[src/rtl/lsu.sv]
// RV32I load/store unit: one data-memory transaction per request, store lane
// steering, load byte/halfword extraction and sign/zero extension.
module lsu #(
  parameter int ADDR_WIDTH = 32
) (
  input  logic                  clk_i,
  input  logic                  rst_ni,
  input  logic                  req_valid_i,
  output logic                  req_ready_o,
  input  logic                  req_is_store_i,
  input  logic [2:0]            req_funct3_i,
  input  logic [ADDR_WIDTH-1:0] req_addr_i,
  input  logic [31:0]           req_wdata_i,
  input  logic [4:0]            req_rd_i,
  output logic                  mem_valid_o,
  input  logic                  mem_ready_i,
  output logic [ADDR_WIDTH-1:0] mem_addr_o,
  output logic                  mem_we_o,
  output logic [3:0]            mem_be_o,
  output logic [31:0]           mem_wdata_o,
  input  logic                  mem_rvalid_i,
  input  logic [31:0]           mem_rdata_i,
  output logic                  resp_valid_o,
  output logic [31:0]           resp_rdata_o,
  output logic [4:0]            resp_rd_o,
  output logic                  resp_is_load_o,
  output logic                  resp_fault_o
);

  typedef enum logic [1:0] {
    IDLE   = 2'd0,
    REQ    = 2'd1,
    WAIT_R = 2'd2,
    RESP   = 2'd3
  } state_e;

  localparam logic [2:0] F3_B  = 3'b000;
  localparam logic [2:0] F3_H  = 3'b001;
  localparam logic [2:0] F3_BU = 3'b100;
  localparam logic [2:0] F3_HU = 3'b101;

  state_e      state;
  logic [2:0]  funct3_q;
  logic [1:0]  off_q;
  logic [4:0]  rd_q;
  logic        is_store_q;

  logic        req_fault;
  logic [3:0]  req_be;
  logic [31:0] req_wdata_lanes;
  logic [7:0]  load_byte;
  logic [15:0] load_half;
  logic [31:0] load_data;

  // Illegal funct3 or misalignment is decided in IDLE so a faulting request
  // never reaches the memory bus.
  always_comb begin
    // NOTE: every combinational output gets a default first so no path can
    // leave it unassigned and infer a latch.
    req_fault = 1'b0;
    if (req_is_store_i) begin
      req_fault = req_funct3_i[2] | (&req_funct3_i[1:0]);
    end else begin
      req_fault = (req_funct3_i == 3'b011) | (&req_funct3_i[2:1]);
    end
    case (req_funct3_i[1:0])
      2'b01:   if (req_addr_i[0])           req_fault = 1'b1;
      2'b10:   if (req_addr_i[1:0] != 2'b00) req_fault = 1'b1;
      default: ;
    endcase
  end

  // Store lane steering; loads always read the whole word.
  always_comb begin
    req_be          = 4'b1111;
    req_wdata_lanes = req_wdata_i;
    if (req_is_store_i) begin
      case (req_funct3_i[1:0])
        2'b00: begin
          req_be          = 4'b0001 << req_addr_i[1:0];
          req_wdata_lanes = {4{req_wdata_i[7:0]}};
        end
        2'b01: begin
          req_be          = req_addr_i[1] ? 4'b1100 : 4'b0011;
          req_wdata_lanes = {2{req_wdata_i[15:0]}};
        end
        default: ;
      endcase
    end
  end

  // Load extraction uses the byte offset latched at accept time.
  always_comb begin
    load_byte = mem_rdata_i[{off_q, 3'b000} +: 8];
    load_half = mem_rdata_i[{off_q[1], 4'b0000} +: 16];
    case (funct3_q)
      F3_B:    load_data = {{24{load_byte[7]}}, load_byte};
      F3_H:    load_data = {{16{load_half[15]}}, load_half};
      F3_BU:   load_data = {24'd0, load_byte};
      F3_HU:   load_data = {16'd0, load_half};
      default: load_data = mem_rdata_i;
    endcase
  end

  // All outputs are registered; the asynchronous reset clears mem_valid_o
  // the moment rst_ni falls, abandoning any access in flight.
  always_ff @(posedge clk_i or negedge rst_ni) begin
    if (!rst_ni) begin
      state          <= IDLE;
      funct3_q       <= 3'd0;
      off_q          <= 2'd0;
      rd_q           <= 5'd0;
      is_store_q     <= 1'b0;
      req_ready_o    <= 1'b1;
      mem_valid_o    <= 1'b0;
      mem_addr_o     <= '0;
      mem_we_o       <= 1'b0;
      mem_be_o       <= 4'd0;
      mem_wdata_o    <= 32'd0;
      resp_valid_o   <= 1'b0;
      resp_rdata_o   <= 32'd0;
      resp_rd_o      <= 5'd0;
      resp_is_load_o <= 1'b0;
      resp_fault_o   <= 1'b0;
    end else begin
      // NOTE: sequential state uses non-blocking assignments so every
      // register samples pre-edge values regardless of statement order.
      case (state)
        IDLE: begin
          if (req_valid_i) begin
            funct3_q    <= req_funct3_i;
            off_q       <= req_addr_i[1:0];
            rd_q        <= req_rd_i;
            is_store_q  <= req_is_store_i;
            req_ready_o <= 1'b0;
            if (req_fault) begin
              state          <= RESP;
              resp_valid_o   <= 1'b1;
              resp_fault_o   <= 1'b1;
              resp_rdata_o   <= 32'd0;
              resp_rd_o      <= req_rd_i;
              resp_is_load_o <= ~req_is_store_i;
            end else begin
              state       <= REQ;
              mem_valid_o <= 1'b1;
              mem_addr_o  <= {req_addr_i[ADDR_WIDTH-1:2], 2'b00};
              mem_we_o    <= req_is_store_i;
              mem_be_o    <= req_be;
              mem_wdata_o <= req_is_store_i ? req_wdata_lanes : 32'd0;
            end
          end
        end

        REQ: begin
          if (mem_ready_i) begin
            mem_valid_o <= 1'b0;
            mem_addr_o  <= '0;
            mem_we_o    <= 1'b0;
            mem_be_o    <= 4'd0;
            mem_wdata_o <= 32'd0;
            if (is_store_q) begin
              state          <= RESP;
              resp_valid_o   <= 1'b1;
              resp_rdata_o   <= 32'd0;
              resp_rd_o      <= rd_q;
              resp_is_load_o <= 1'b0;
              resp_fault_o   <= 1'b0;
            end else begin
              state <= WAIT_R;
            end
          end
        end

        WAIT_R: begin
          if (mem_rvalid_i) begin
            state          <= RESP;
            resp_valid_o   <= 1'b1;
            resp_rdata_o   <= load_data;
            resp_rd_o      <= rd_q;
            resp_is_load_o <= 1'b1;
            resp_fault_o   <= 1'b0;
          end
        end

        RESP: begin
          state          <= IDLE;
          req_ready_o    <= 1'b1;
          resp_valid_o   <= 1'b0;
          resp_rdata_o   <= 32'd0;
          resp_rd_o      <= 5'd0;
          resp_is_load_o <= 1'b0;
          resp_fault_o   <= 1'b0;
        end

        default: state <= IDLE;
      endcase
    end
  end

endmodule

[config.mk]
export PLATFORM = sky130hd
export DESIGN_NAME = lsu
export DESIGN_NICKNAME = d
export VERILOG_FILES = /design/src/rtl/lsu.sv
export SDC_FILE = /design/constraint.sdc
export NUM_CORES = 1
export LEC_CHECK = 0
export ABC_AREA = 1
export CELL_PAD_IN_SITES_DETAIL_PLACEMENT = 0
export CELL_PAD_IN_SITES_GLOBAL_PLACEMENT = 2
export CORE_AREA = 2 2 149 187
export DETAILED_ROUTE_END_ITERATION = 8
export DIE_AREA = 0 0 151 189
export GPL_TIMING_DRIVEN = 0
export PLACE_DENSITY_LB_ADDON = 0.12
export REMOVE_ABC_BUFFERS = 1
export SYNTH_ARGS = -nofsm -noshare
export SYNTH_HDL_FRONTEND = slang
export SYNTH_SLANG_ARGS = --single-unit
[constraint.sdc]
create_clock -name clk_i -period 2.4 [get_ports clk_i]
set_input_delay 0.48 -clock clk_i [delete_from_list [all_inputs] [get_ports clk_i]]
set_output_delay 0.48 -clock clk_i [all_outputs]
set_load 0.01 [all_outputs]
==> flow_summary.ini, run 1 <==
[placement]
gp_congestion = 0.727
portBuffers = 218
place_hpwl_mm = 15.2
dp_cells = 1392

[clock_network]
clkSinkCount = 122
tritoncts = built
htreeDepth = 4
clkTransAtPathRegs_ns = 0.06
holdBufCountCts = 0
cts_root_buf = clkbuf_16
cts_buffer_depth = 2
cts_buffers = 17
worstSkewPairLatency_ns = 0.43

[setup_path]
reg2reg_to = resp_rdata_o[0]$_DFFE_PN0P_
cp-end-kind = flip-flop
criticalPathCategory = reg -> reg
crit_path_start = state[1]$_DFFE_PN0P_
cp_common_cell = nand2_4
cp_slowest_cell = dfrtp_1
crit_chain = inv_1 > ha_2 > nand2_1 > nand2_4 > clkinv_8 > nand2_4 > nor2_4 > buf_12 > nand2_4 > o21ai_1
cp-start-kind = flip-flop
r2r_start = state[1]$_DFFE_PN0P_
worst-r2r-setup-slack_ns = 0.14
cp_num_buf_inv = 3
cp_top_family = simple AND/OR/NAND/NOR gates
required_ns = 2.70
cp.depth = 10
max_stage_delay_ns = 0.45
arrival_ns = 2.56
worstSetupEndpoint = resp_rdata_o[0]$_DFFE_PN0P_
worst-path-max-fanout = 20
worst-r2r-cell-count = 10

[route]
routedWlPerCell_um = 17.9
drtIter0Drc = 241
routed_wl_mm = 25.9
post-route-drc-count = 0
via_per_inst = 4.52
detail-route-antenna-nets = 0
first_pass_iters = 5
vias = 6537

[timing]
clock_skew_ns = 0.0105
max_freq_mhz = 442
fin_crit_sh_pct = 94.3
tightestPinTransition_ns = 0.650
holdWs_ns = 0.0605
rsz0062_at_grt = false
finalMaxSlewViolations = 0
setup_viol_count_final = 0
slew_headroom_pct = 56.7
min_period_ns = 2.26
hold_viol_final = 0

[floorplan]
rows = 67
fp.dieW_um = 151
die_y_um = 189
core_um2 = 26700
start_util_pct = 24.7
die_area_um2 = 28500
boundaryPins = 221

[synthesis]
yosys.area_share.simple_pct = 34.6
synth_seq_area_share_pct = 46.3
synthDistinctLibCells = 38
synthMuxAreaShare_pct = 0
synth-xor-area-share_pct = 0
ys_warn_count = 0
ys_ff_latch = 122
synthAdderAreaFrac_pct = 1.71
synthCells = 887
synth-compound-area-share_pct = 9.41
synth_top_family_by_area = simple AND/OR/NAND/NOR gates
synth_area_um2 = 6590
postSynthAreaPerCell_um2 = 7.43

[global_routing]
gr-total-overflow = 0
grt_pass1_wl_mm = 39.1
grtUsageTotal_pct = 18.2
grt_pass1_vias = 6640
antenna_found_initial = 0
grt_max_degree = 63

[layout]
num-nets-final = 1206
final_cells = 1445
diodes = 0
fin_util_pct = 37.1
area_delta_synth_final_pct = 49.9
drive_gt1_share_pct = 7.45

[power]
peakVddDrop_uv = 538
leakage_nw = 4.66
powerDensity_nw_per_um2 = 1370

[hold_path]
hold_path_class = in -> async

[outcome]
status = finished clean

[run]
cap_viol_max_count = 0
[cell type report]
cell class	count	area (um2)
Timing Repair inverter	3	22.5
Timing Repair Buffer	231	2340
Tap cell	345	432
Sequential cell	122	3050
Fill cell	2885	16800
Clock buffer	21	480
Clock inverter	11	143
Inverter	45	198
Multi-Input combinational cell	667	3210
[power by group]
part / leakage, nW / internal [W] / switching (W)
logic: 2.77 / 0.00292 / 0.00423
clock network: 0.305 / 0.00174 / 0.00102
registers: 1.58 / 0.00299 / 0.000605
[worst min path at each step]
stage	startpoint	endpoint	cells after the start
after global placement	mem_addr_o[7]$_DFFE_PN0P_	mem_addr_o[7]$_DFFE_PN0P_	2
after global routing	rst_ni	resp_rd_o[0]$_DFFE_PN0P_	1
after detailed placement	mem_wdata_o[2]$_DFFE_PN0P_	mem_wdata_o[2]$_DFFE_PN0P_	2
after CTS	rst_ni	resp_rd_o[0]$_DFFE_PN0P_	1
after floorplan	rst_ni	funct3_q[0]$_DFFE_PN0P_	0
final	rst_ni	resp_rd_o[0]$_DFFE_PN0P_	1
[placed cells by master, fill, tap and decap left out, types with 2 or more instances in the layout]
master           count
clkinv_4             5
inv_1               38
nand3b_1            30
nor3_1              21
buf_4                8
nand2_8              7
clkdlybuf4s50_1    216
inv_2                2
buf_12               3
ha_2                 3
clkinv_2             4
o21ai_1             12
o211ai_1             7
bufinv_16            3
o211a_1              2
clkinvlp_4           3
nand2_2              2
clkbuf_8             4
clkbuf_16           17
nor2_1              50
ha_4                 2
o21ai_0             68
nand2_1            367
conb_1               2
dfrtp_1            121
ha_1                 4
nand2_4              5
nand3_1             50
a21oi_1             20
nand4_1              3
[worst reg2reg max path: cells and delay by family, from the launching register on]
family          cells  cell delay (ns)
simple gates        5             0.83
buf+inv             3             0.49
flops               1             0.45
fa+ha+maj           1             0.26
compound gates      1             0.12
[synthesized netlist by cell type]
cell type  number  share of area, %
nor2_4          1              0.17
nand3b_1       30               3.4
inv_1          40               2.3
o211a_1         2              0.30
and3_1          1             0.095
a21oi_1        20               1.5
o21ai_1        12              0.91
o22ai_1         1             0.095
dfrtp_1       121                46
nand3_2         1              0.15
or2_1           2              0.19
conb_1          1             0.057
nand2_1       369                21
nor2_1         50               2.8
nand2_8         1              0.30
a22o_1          1              0.13
clkinv_2        1             0.076
inv_2           3              0.17
ha_1            9               1.7
dfstp_2         1              0.40
buf_1           1             0.057
buf_4           8              0.91
nor3_1         21               1.6
nand2_4         1              0.17
buf_6           9               1.5
o211ai_1        7              0.80
o21a_1          1              0.11
nand2_2         4              0.38
nand3_1        50               3.8
o21ai_0        68               5.2
nand4_1         3              0.28
o21ai_2         1              0.13
clkinv_4        1              0.13
buf_2          18               1.4
nor2_2          1             0.095
a21oi_4         1              0.25
and2_1          1             0.095
clkbuf_1       24               1.4
[metrics by stage]
step | area (um2) | TNS [ns] | setup WS (ns) | total power [W]
floorplan | 6250 | -101.59 | -1.23 | 0.00683
global placement | 8860 | -903.91 | -4.79 | 0.0100
detailed placement | 8910 | -172.58 | -1.72 | 0.0100
CTS | 9770 | 0 | 0.0107 | 0.0136
global route | 9880 | 0 | 0.0213 | 0.0146
finish | 9880 | 0 | 0.137 | 0.0135
[layer usage]
layer / vias to the layer above / wire length, um / GRT usage, %
li1: 3237 / - / -
met1: 3113 / 10900 / 21.9
met2: 170 / 12900 / 31.5
met3: 17 / 1780 / 6.10
met4: 0 / 235 / 3.74
met5: - / 0 / 0
[timing repair]
item | CTS | global route
pin swaps | 3 | 2
endpoints found under the hold margin | 0 | 0
buffers inserted | 6 | 6
resized for setup | 21 | 5
gates cloned | 6 | 3
setup endpoints to repair | 110 | 67
[state kept, by name, summed over array words and instances (netlist names)]
name and flops:
mem_we_o 1, mem_be_o 4, funct3_q 3, mem_wdata_o 32, off_q 2, state 2
req_ready_o 1, resp_rd_o 5, resp_fault_o 1, is_store_q 1, mem_valid_o 1, resp_valid_o 1
resp_rdata_o 32, mem_addr_o 30, resp_is_load_o 1, rd_q 5
[cell families after synthesis]
family,after synthesis
DFF,122
adders and majority gates,9
and+or+nand+nor,536
AOI/OAI and AO/OA,114
buffers and inverters,105
other,1
Note: power is estimated with default switching activity, not from simulation.
==> run 2: changes to the inputs <==
--- a/config.mk
+++ b/config.mk
@@ -13,7 +13,7 @@
 export DIE_AREA = 0 0 151 189
 export GPL_TIMING_DRIVEN = 0
 export PLACE_DENSITY_LB_ADDON = 0.12
-export REMOVE_ABC_BUFFERS = 1
+export RECOVER_POWER = 25
 export SYNTH_ARGS = -nofsm -noshare
 export SYNTH_HDL_FRONTEND = slang
 export SYNTH_SLANG_ARGS = --single-unit
==> flow_summary.ini, run 2 (synthesis results as in run 1) <==
[global_routing]
antenna_found_initial = 2
grt_pass1_wl_mm = 38.6
grt_max_degree = 64
grtUsageTotal_pct = 18.0
gr-total-overflow = 0
grt_pass1_vias = 6804

[timing]
setup_slack_ns = 0.217
slew_headroom_pct = -8.76
finalMaxSlewViolations = 61
holdWs_ns = 0.468
hold_viol_final = 0
setup_viol_count_final = 0
min_period_ns = 2.18
max_freq_mhz = 458
clock_skew_ns = 0.00539
fin_crit_sh_pct = 90.9
tightestPinTransition_ns = 1.63
rsz0062_at_grt = false

[layout]
layout_commonest_cell = nand2_1
fin_util_pct = 37.0
area_delta_synth_final_pct = 49.7
mostFrequentLayoutCells = nand2_1 (368), clkdlybuf4s50_1 (217), dfrtp_1 (121)
drive_gt1_share_pct = 7.64
num-nets-final = 1245
reg_top3 = mem_wdata_o: 32 flops, resp_rdata_o: 32 flops, mem_addr_o: 30 flops

[clock_network]
holdBufCountCts = 0
cts_buffer_depth = 2
htreeDepth = 4
cts_buffers = 17
cts_root_buf = clkbuf_16
worstSkewPairLatency_ns = 0.43
post_cts_buffers = 0
tritoncts = built
clkSinkCount = 122
clkTransAtPathRegs_ns = 0.06
cts_resized = 0

[route]
via_per_inst = 4.40
met2_length_mm = 12.6
dr_wl_met3_mm = 1.66
first_pass_iters = 5
vias = 6535
detail-route-antenna-nets = 0
routed_wl_mm = 24.8
routedWlPerCell_um = 16.7
drtIter0Drc = 230
dr.max_layer_used = met5
wl_met1_mm = 10.0
post-route-drc-count = 0

[floorplan]
boundaryPins = 221
die_area_um2 = 28500
rows = 67
core_um2 = 26700
fp.dieW_um = 151
start_util_pct = 24.7
die_y_um = 189

[outcome]
violations = capacitance limit, slew limit
status = finished with violations

[setup_path]
max_stage_delay_ns = 0.53
arrival_ns = 2.55
worst-r2r-cell-count = 10
cp-start-kind = primary input
crit_chain = clkdlybuf4s50_1 > inv_1 > ha_1 > buf_2 > inv_1 > nand2_2 > buf_2 > nand3_1 > o21ai_0 > nor3_1 > nand3_1 > nand2_1
r2r_start = state[1]$_DFFE_PN0P_
cp_slowest_cell = clkdlybuf4s50_1
worst-r2r-setup-slack_ns = 0.24
worst-path-max-fanout = 10
required_ns = 2.77
reg2reg_to = mem_wdata_o[4]$_DFFE_PN0P_
cp-end-kind = flip-flop
criticalPathCategory = in -> reg

[placement]
place_hpwl_mm = 18.9
dp_slack_ns = -0.309
portBuffers = 218
gp_congestion = 0.782

[power]
power_w = 0.0133
leakage_nw = 4.72
peakVddDrop_uv = 547
powerDensity_nw_per_um2 = 1350

[hold_path]
hold_path_class = in -> async

[run]
cap_viol_max_count = 1
-- run 2: changes by cell type in the layout (fill, tap and decap cells not counted), sizes merged --
cell and delta:
buf +23, bufinv +1, clkbuf +26, clkdlybuf4s50 +1, clkinv -5, clkinvlp -2, diode +1, dlygate4sd2 -1
inv +2, nand2 -6
-- run 2: where the power goes --
group	internal, W	total (W)	switching [W]	leakage, nW
combinational	0.00297	0.00695	0.00398	2.83
clock	0.00185	0.00286	0.00101	0.313
sequential	0.00299	0.00349	0.000496	1.58
total	0.00781	0.0133	0.00548	4.72
-- run 2: layout make-up --
cell class / instances / area, um2
Inverter: 45 / 175
Tap cell: 345 / 432
Fill cell: 2877 / 16800
Multi-Input combinational cell: 661 / 3030
Buffer: 60 / 345
Clock buffer: 22 / 484
Timing Repair Buffer: 219 / 2190
Clock inverter: 10 / 163
Sequential cell: 122 / 3050
Antenna cell: 1 / 2.50
-- run 2: worst max-delay path by stage --
stage	start	to	cells past startpoint
3_5_place_dp	req_funct3_i[1]	mem_wdata_o[9]$_DFFE_PN0P_	12
2_1_floorplan	state[0]$_DFFE_PN0P_	resp_rdata_o[16]$_DFFE_PN0P_	11
3_3_place_gp	rst_ni	mem_addr_o[9]$_DFFE_PN0P_	1
4_1_cts	state[0]$_DFFE_PN0P_	resp_rdata_o[13]$_DFFE_PN0P_	11
6_report	req_funct3_i[1]	mem_wdata_o[9]$_DFFE_PN0P_	12
5_1_grt	state[1]$_DFFE_PN0P_	mem_wdata_o[16]$_DFFE_PN0P_	10
-- run 2: through the flow --
| stage | std cells | TNS (ns) | cell area (um2) |
|---|---|---|---|
| finish | 1485 | 0 | 9870 |
| global route | 1484 | 0 | 9870 |
| CTS | 1484 | 0 | 9890 |
| detailed placement | 1452 | -10.67 | 9240 |
| global placement | 1451 | -580.66 | 9210 |
| floorplan | 888 | 0 | 6600 |
-- run 2: critical path: cells and delay by family --
kind / cells / cell delay (ns)
buf+inv: 5 / 1.17
simple gates: 5 / 0.59
fa+ha+maj: 1 / 0.19
compound gates: 1 / 0.13
-- run 2: per-layer routing --
layer | vias up | global-route usage (%)
li1 | 3309 | -
met1 | 3010 | 20.5
met2 | 179 | 31.6
met3 | 35 | 5.59
met4 | 2 | 6.29
met5 | - | 0
==> patch 1 (flow settings as in run 2) <==
The 4 states of `state_e` get a one-hot encoding in 4 bits.
--- a/src/rtl/lsu.sv
+++ b/src/rtl/lsu.sv
@@ -28,9 +28,9 @@
 );
 
-  typedef enum logic [1:0] {
-    IDLE   = 2'd0,
-    REQ    = 2'd1,
-    WAIT_R = 2'd2,
-    RESP   = 2'd3
+  typedef enum logic [3:0] {
+    IDLE   = 4'b0001,
+    REQ    = 4'b0010,
+    WAIT_R = 4'b0100,
+    RESP   = 4'b1000
   } state_e;
 
Function: no difference found for any inputs over 4 cycles, from zero or initial values and one cycle with rst_ni low; so few cycles prove little.
==> patch 1 against run 2 <==
- the flow still finishes with violations (capacitance limit, slew limit)
- routed wire length decreased by 9.5%
- synthesized area fell by 6.7%
- die area unchanged
- fmax is 0.15% higher
- register-to-register slack improved by 130 ps
- sequential cell count increased by 2
- design area decreased by 4.8%
- core utilization decreased by 1.8 points
- critical path depth down 1
- worst setup slack improved by 3.3 ps
- first-iteration DRC count shrank 15%
- power down 15%
- largest cell class unchanged
- global-route usage shrank 2.0 points
- synthesized cell count down 10%
==> patch 1: results (changes against run 2) <==
The count of pins over their slew limit was 64 (+4.9%). The detailed-routed wire length on met2 came out at 11.19 mm (-11%). The number of library cell types mapped by synthesis came out at 31 (-18%). The worst reg-to-reg setup slack is 370 ps (+130 ps).

The via count of the first global-routing pass is 6171 (-9.3%). The final HPWL from detailed placement is 17.16 mm (-9.3%). The tightest min-delay check is of the input pin to flop type. By count the netlist is led by 325 x sky130_fd_sc_hd__nand2_1, 122 x sky130_fd_sc_hd__dfrtp_1, 64 x sky130_fd_sc_hd__nor2_1. In this run the critical register-to-register path is launched from state[0]$_DFFE_PN1P_. The worst-margin pin slew came out at 1686 ps (+54.60 ps). The global-route wire length before repair is 34.59 mm (-10%).

The layout filler cell count came out at 2907 (+1.0%). The final setup skew was 9.600 ps (+4.215 ps). The number of buffers inserted by port buffering came out at 217 (-0.46%). The checks that failed: capacitance limit, slew limit. The number of antenna violations at the first check in global routing is 1 (-1). The max-cap check violation count is 1 (unchanged).

The length in cells of the worst reg-to-reg path came to 8 (-2). The leakage component of the power is 4.573 nW (-3.2%). The share of layout cells above drive strength 1 came to 7.478% (-0.16 points). The sequential area share after synthesis came out at 50.47% (+4.1 points). The largest voltage drop on the vdd net came out at 578.8 uV (+5.8%). The delay contributed by the slowest stage of the critical path came out at 480 ps (-50 ps). The number of nets in the layout is 1146 (-8.0%). The run finished, with violations left.
## patch 1: cell count changes after synthesis, moves of 5 or more
cell,delta
sky130_fd_sc_hd__nand3_1,+5
sky130_fd_sc_hd__nor3_1,+5
sky130_fd_sc_hd__clkbuf_1,-8
sky130_fd_sc_hd__o21ai_0,-30
sky130_fd_sc_hd__mux2_2,+5
sky130_fd_sc_hd__buf_2,-12
sky130_fd_sc_hd__a21oi_1,+10
sky130_fd_sc_hd__nand2_1,-44
sky130_fd_sc_hd__nor2_1,+14
sky130_fd_sc_hd__mux2i_1,+5
sky130_fd_sc_hd__nand3b_1,-30
sky130_fd_sc_hd__a21boi_0,+8
sky130_fd_sc_hd__ha_1,-5
sky130_fd_sc_hd__o21ai_1,-12
## patch 1: logic make-up after synthesis
| kind of cell | count (synthesis) | synth area share (%) |
|---|---|---|
| buffers and inverters | 91 | 7.523 |
| flip-flops | 124 | 50.47 |
| multiplexers | 10 | 1.728 |
| AND/OR/NAND/NOR | 479 | 31.60 |
| other | 1 | 0.06094 |
| adder cells (fa/ha/maj) | 4 | 0.8134 |
| AO/OA/AOI/OAI | 86 | 7.808 |
## patch 1: per-layer routing
metal  up-vias  GRT usage, %
met1      2679         18.45
met2       170         27.53
li1       2989             -
met4         2         5.068
met3        28         5.928
met5         -             0
## patch 1: layout make-up
type	count	area (um^2)	share of cell area (%)
Clock buffer	24	501.7	5.337
Clock inverter	6	132.6	1.411
Sequential cell	124	3105	33.03
Timing Repair Buffer	218	2178	23.17
Inverter	43	163.9	1.743
Tap cell	345	431.7	4.591
Multi-Input combinational cell	581	2591	27.56
Buffer	47	296.5	3.154
## patch 1: where the power goes
group	internal (mW)	switching (mW)	leakage [nW]	total, mW
Sequential	2.85	0.414	1.64	3.27
Clock	1.86	0.946	0.308	2.81
Combinational	2.27	2.90	2.62	5.18
Total	6.99	4.26	4.57	11.3
## patch 1: worst max path at each step
| stage | endpoint | cells after the start |
|---|---|---|
| after floorplan | mem_wdata_o[11]$_DFFE_PN0P_ | 10 |
| after global placement | mem_addr_o[29]$_DFFE_PN0P_ | 1 |
| after detailed placement | mem_wdata_o[30]$_DFFE_PN0P_ | 11 |
| after CTS | mem_wdata_o[30]$_DFFE_PN0P_ | 11 |
| after global routing | mem_wdata_o[3]$_DFFE_PN0P_ | 10 |
| final | mem_wdata_o[31]$_DFFE_PN0P_ | 11 |
## patch 1: per-stage QoR
step,setup slack (ps),area (um^2),cells,util (%),hold slack (ps)
CTS,88.25,9424,1389,35.35,64.39
global route,44.51,9402,1388,35.27,437.3
global placement,-4800,8761,1358,32.86,453.2
detailed placement,-345.2,8790,1359,32.97,457.3
finish,220.5,9402,1388,35.27,429.7
floorplan,670.0,6157,796,-,184.4
==> patch 2 (settings of run 2) <==
Without the edit above. Set the parameter `ADDR_WIDTH` to 24 (it was 32).
--- a/src/rtl/lsu.sv
+++ b/src/rtl/lsu.sv
@@ -2,5 +2,5 @@
 // steering, load byte/halfword extraction and sign/zero extension.
 module lsu #(
-  parameter int ADDR_WIDTH = 32
+  parameter int ADDR_WIDTH = 24
 ) (
   input  logic                  clk_i,
Interface: changed (resized mem_addr_o and req_addr_i); port bits go from 221 to 205. The function was not compared with the original's and may differ.
==> patch 2 against run 2 <==
- design area down 5.2%
- count of clock-buffer cells in the layout unchanged
- sequential cell count is 8 lower
- synthesized cell count down 5.4%
- non-clock buffer count fell by 20
- synthesized area decreased by 4.7%
- power decreased by 11%
- via count decreased by 5.6%
- worst setup slack better by 65 ps
- critical path depth shrank 3
- routed wire length is 3.0% lower
- largest cell class is now multi-input gates
- highest routed layer is now met4
==> patch 2: results (changes against run 2) <==
The run finished with clean final reports. The number of buffers inserted by port buffering is 202 (-7.3%). The internal power consumption is 6.861 mW (-12%). The leakage component of the power came out at 4.484 nW (-5.0%). In the final layout, the registers with the most flip-flops are mem_wdata_o: 32 flops, resp_rdata_o: 32 flops, mem_addr_o: 22 flops. The commonest cells after synthesis are 316 x sky130_fd_sc_hd__nand2_1, 113 x sky130_fd_sc_hd__dfrtp_1, 78 x sky130_fd_sc_hd__nand3_1.

The number of instances resized during post-cts repair is 0 (unchanged). After synthesis, the cell types taking the most area are sky130_fd_sc_hd__dfrtp_1 45%, sky130_fd_sc_hd__nand2_1 19%, sky130_fd_sc_hd__nand3_1 6.2%. The number of antenna violations at the first check in global routing is 1 (-1). The per-instance average area after synthesis was 7.491 um^2 (+0.79%).

The number of levels the H-tree was split into was 4 (unchanged). The initial detailed-routing violation count came out at 205 (-11%). The final HPWL from detailed placement is 18.43 mm (-2.6%). The via count of the first global-routing pass is 6428 (-5.5%).

The number of buffers on the longest clock path is 2 (unchanged). The number of nets in the layout came to 1174 (-5.7%). The worst reg-to-reg setup slack is 280 ps (+40 ps). The wire length reported by the detailed router is 24.07 mm (-3.0%). The layout filler cell count came to 2881 (+0.14%).

The async set or reset register ratio after synthesis came to 100.0% (unchanged). The detailed-routed wire length on met2 came out at 12.74 mm (+1.3%). The overall global routing resource usage came out at 17.15% (-0.87 points).

The final instance count without filler cells came out at 1421 (-4.3%). The sequential area share after synthesis came to 45.41% (-0.92 points). In the synthesized netlist the dominant register cell turns out to be sky130_fd_sc_hd__dfrtp_1. The met1 wire length was 9.620 mm (-4.0%). The global-route wire length before repair was 36.58 mm (-5.1%).

The CTS root buffer is sky130_fd_sc_hd__clkbuf_16. The length of routed met3 wiring came out at 1.338 mm (-19%). The type of the worst min-delay path is flop to flop. The share of layout cells above drive strength 1 came out at 8.279% (+0.64 points).

The count of TritonRoute iterations in the first routing pass is 4 (-1). The clock-pin slew reported for the worst setup and hold paths after clock tree synthesis came out at 60 ps (about the same). The highest metal layer carrying signal wires in the routed design is met4.

The via density per instance is 4.341 (-1.3%). The delay contributed by the slowest stage of the critical path was 450 ps (-80 ps). The final setup skew is 5.848 ps (+0.4626 ps). The largest voltage drop on the vdd net is 524.4 uV (-4.1%). The slowest stage of the critical path belongs to the cell sky130_fd_sc_hd__o21ai_4.

The number of library cell types mapped by synthesis is 36 (-5.3%). The largest net degree at the start of global routing is 88 (+38%). The worst-margin pin slew is 611.3 ps (-1020 ps). The placer's final routability congestion estimate came to 0.7987 (+2.1%). The total CTS buffers is 17 (unchanged). The critical path data arrival time is 2420 ps (-130 ps).
patch 2: stage by stage:
stage,area (um^2),setup slack (ps),hold slack [ps],power (mW)
floorplan,6289,734.9,184.4,6.699
global placement,8742,-4313,453.7,9.558
detailed placement,8771,-187.7,381.9,9.549
CTS,9355,185.4,472.2,12.13
global route,9355,49.03,492.6,12.85
finish,9358,282.7,466.5,11.82
patch 2: path summary, 6_finish.rpt:
path | from | endpoint | cells after the start
worst max-delay path | state[1]$_DFFE_PN0P_ | mem_wdata_o[11]$_DFFE_PN0P_ | 9
worst min-delay path | mem_valid_o$_DFFE_PN0P_ | mem_valid_o$_DFFE_PN0P_ | 2
worst max register to register | state[1]$_DFFE_PN0P_ | mem_wdata_o[11]$_DFFE_PN0P_ | 9
worst min register to register | mem_valid_o$_DFFE_PN0P_ | mem_valid_o$_DFFE_PN0P_ | 2
max in group asynchronous | rst_ni | mem_addr_o[5]$_DFFE_PN0P_ | 3
min in group asynchronous | rst_ni | resp_rdata_o[6]$_DFFE_PN0P_ | 2
patch 2: kinds of logic after synthesis:
family,after synthesis,synth area share [%]
AOI/OAI and AO/OA,109,9.297
adders and majority gates,9,1.792
buffers and inverters,108,8.998
DFF,114,45.41
other,1,0.05967
and+or+nand+nor,498,34.44
patch 2: cell type report:
cell class / count / area, um^2 / area share [%]
multi-input cells: 618 / 2869 / 30.66
flip-flops and latches: 114 / 2854 / 30.50
repair buffers: 204 / 2061 / 22.02
clock buffers: 22 / 494.2 / 5.281
well taps: 345 / 431.7 / 4.613
plain buffers: 55 / 361.6 / 3.864
inverters: 53 / 203.9 / 2.179
clock inverters: 9 / 80.08 / 0.8557
diodes: 1 / 2.502 / 0.02674
patch 2: power groups by stage:
stage / Clock (mW) / Sequential (mW) / Combinational [mW]
after detailed placement: 0 / 3.15 / 6.40
after global placement: 0 / 3.16 / 6.40
after global routing: 2.65 / 3.21 / 6.98
after floorplan: 0 / 3.37 / 3.33
final: 2.48 / 3.12 / 6.23
after CTS: 2.57 / 3.13 / 6.42
patch 2: per-layer routing:
metal,up-vias,GRT usage [%]
met2,155,31.08
met3,19,4.675
li1,3145,-
met1,2850,19.30
met4,0,5.392
met5,-,0
patch 2: what timing repair did:
item / CTS / global route
hold buffers: 1 / 0
setup buffers: 0 / 0
endpoints found under the hold margin: 27 / 0
patch 2: critical path: cells and delay by family, from the launching register on:
kind,cells,cell delay [ps]
AOI/OAI and AO/OA,1,450
adders and majority gates,1,150
buffers and inverters,4,700
DFF,1,420
and+or+nand+nor,3,270
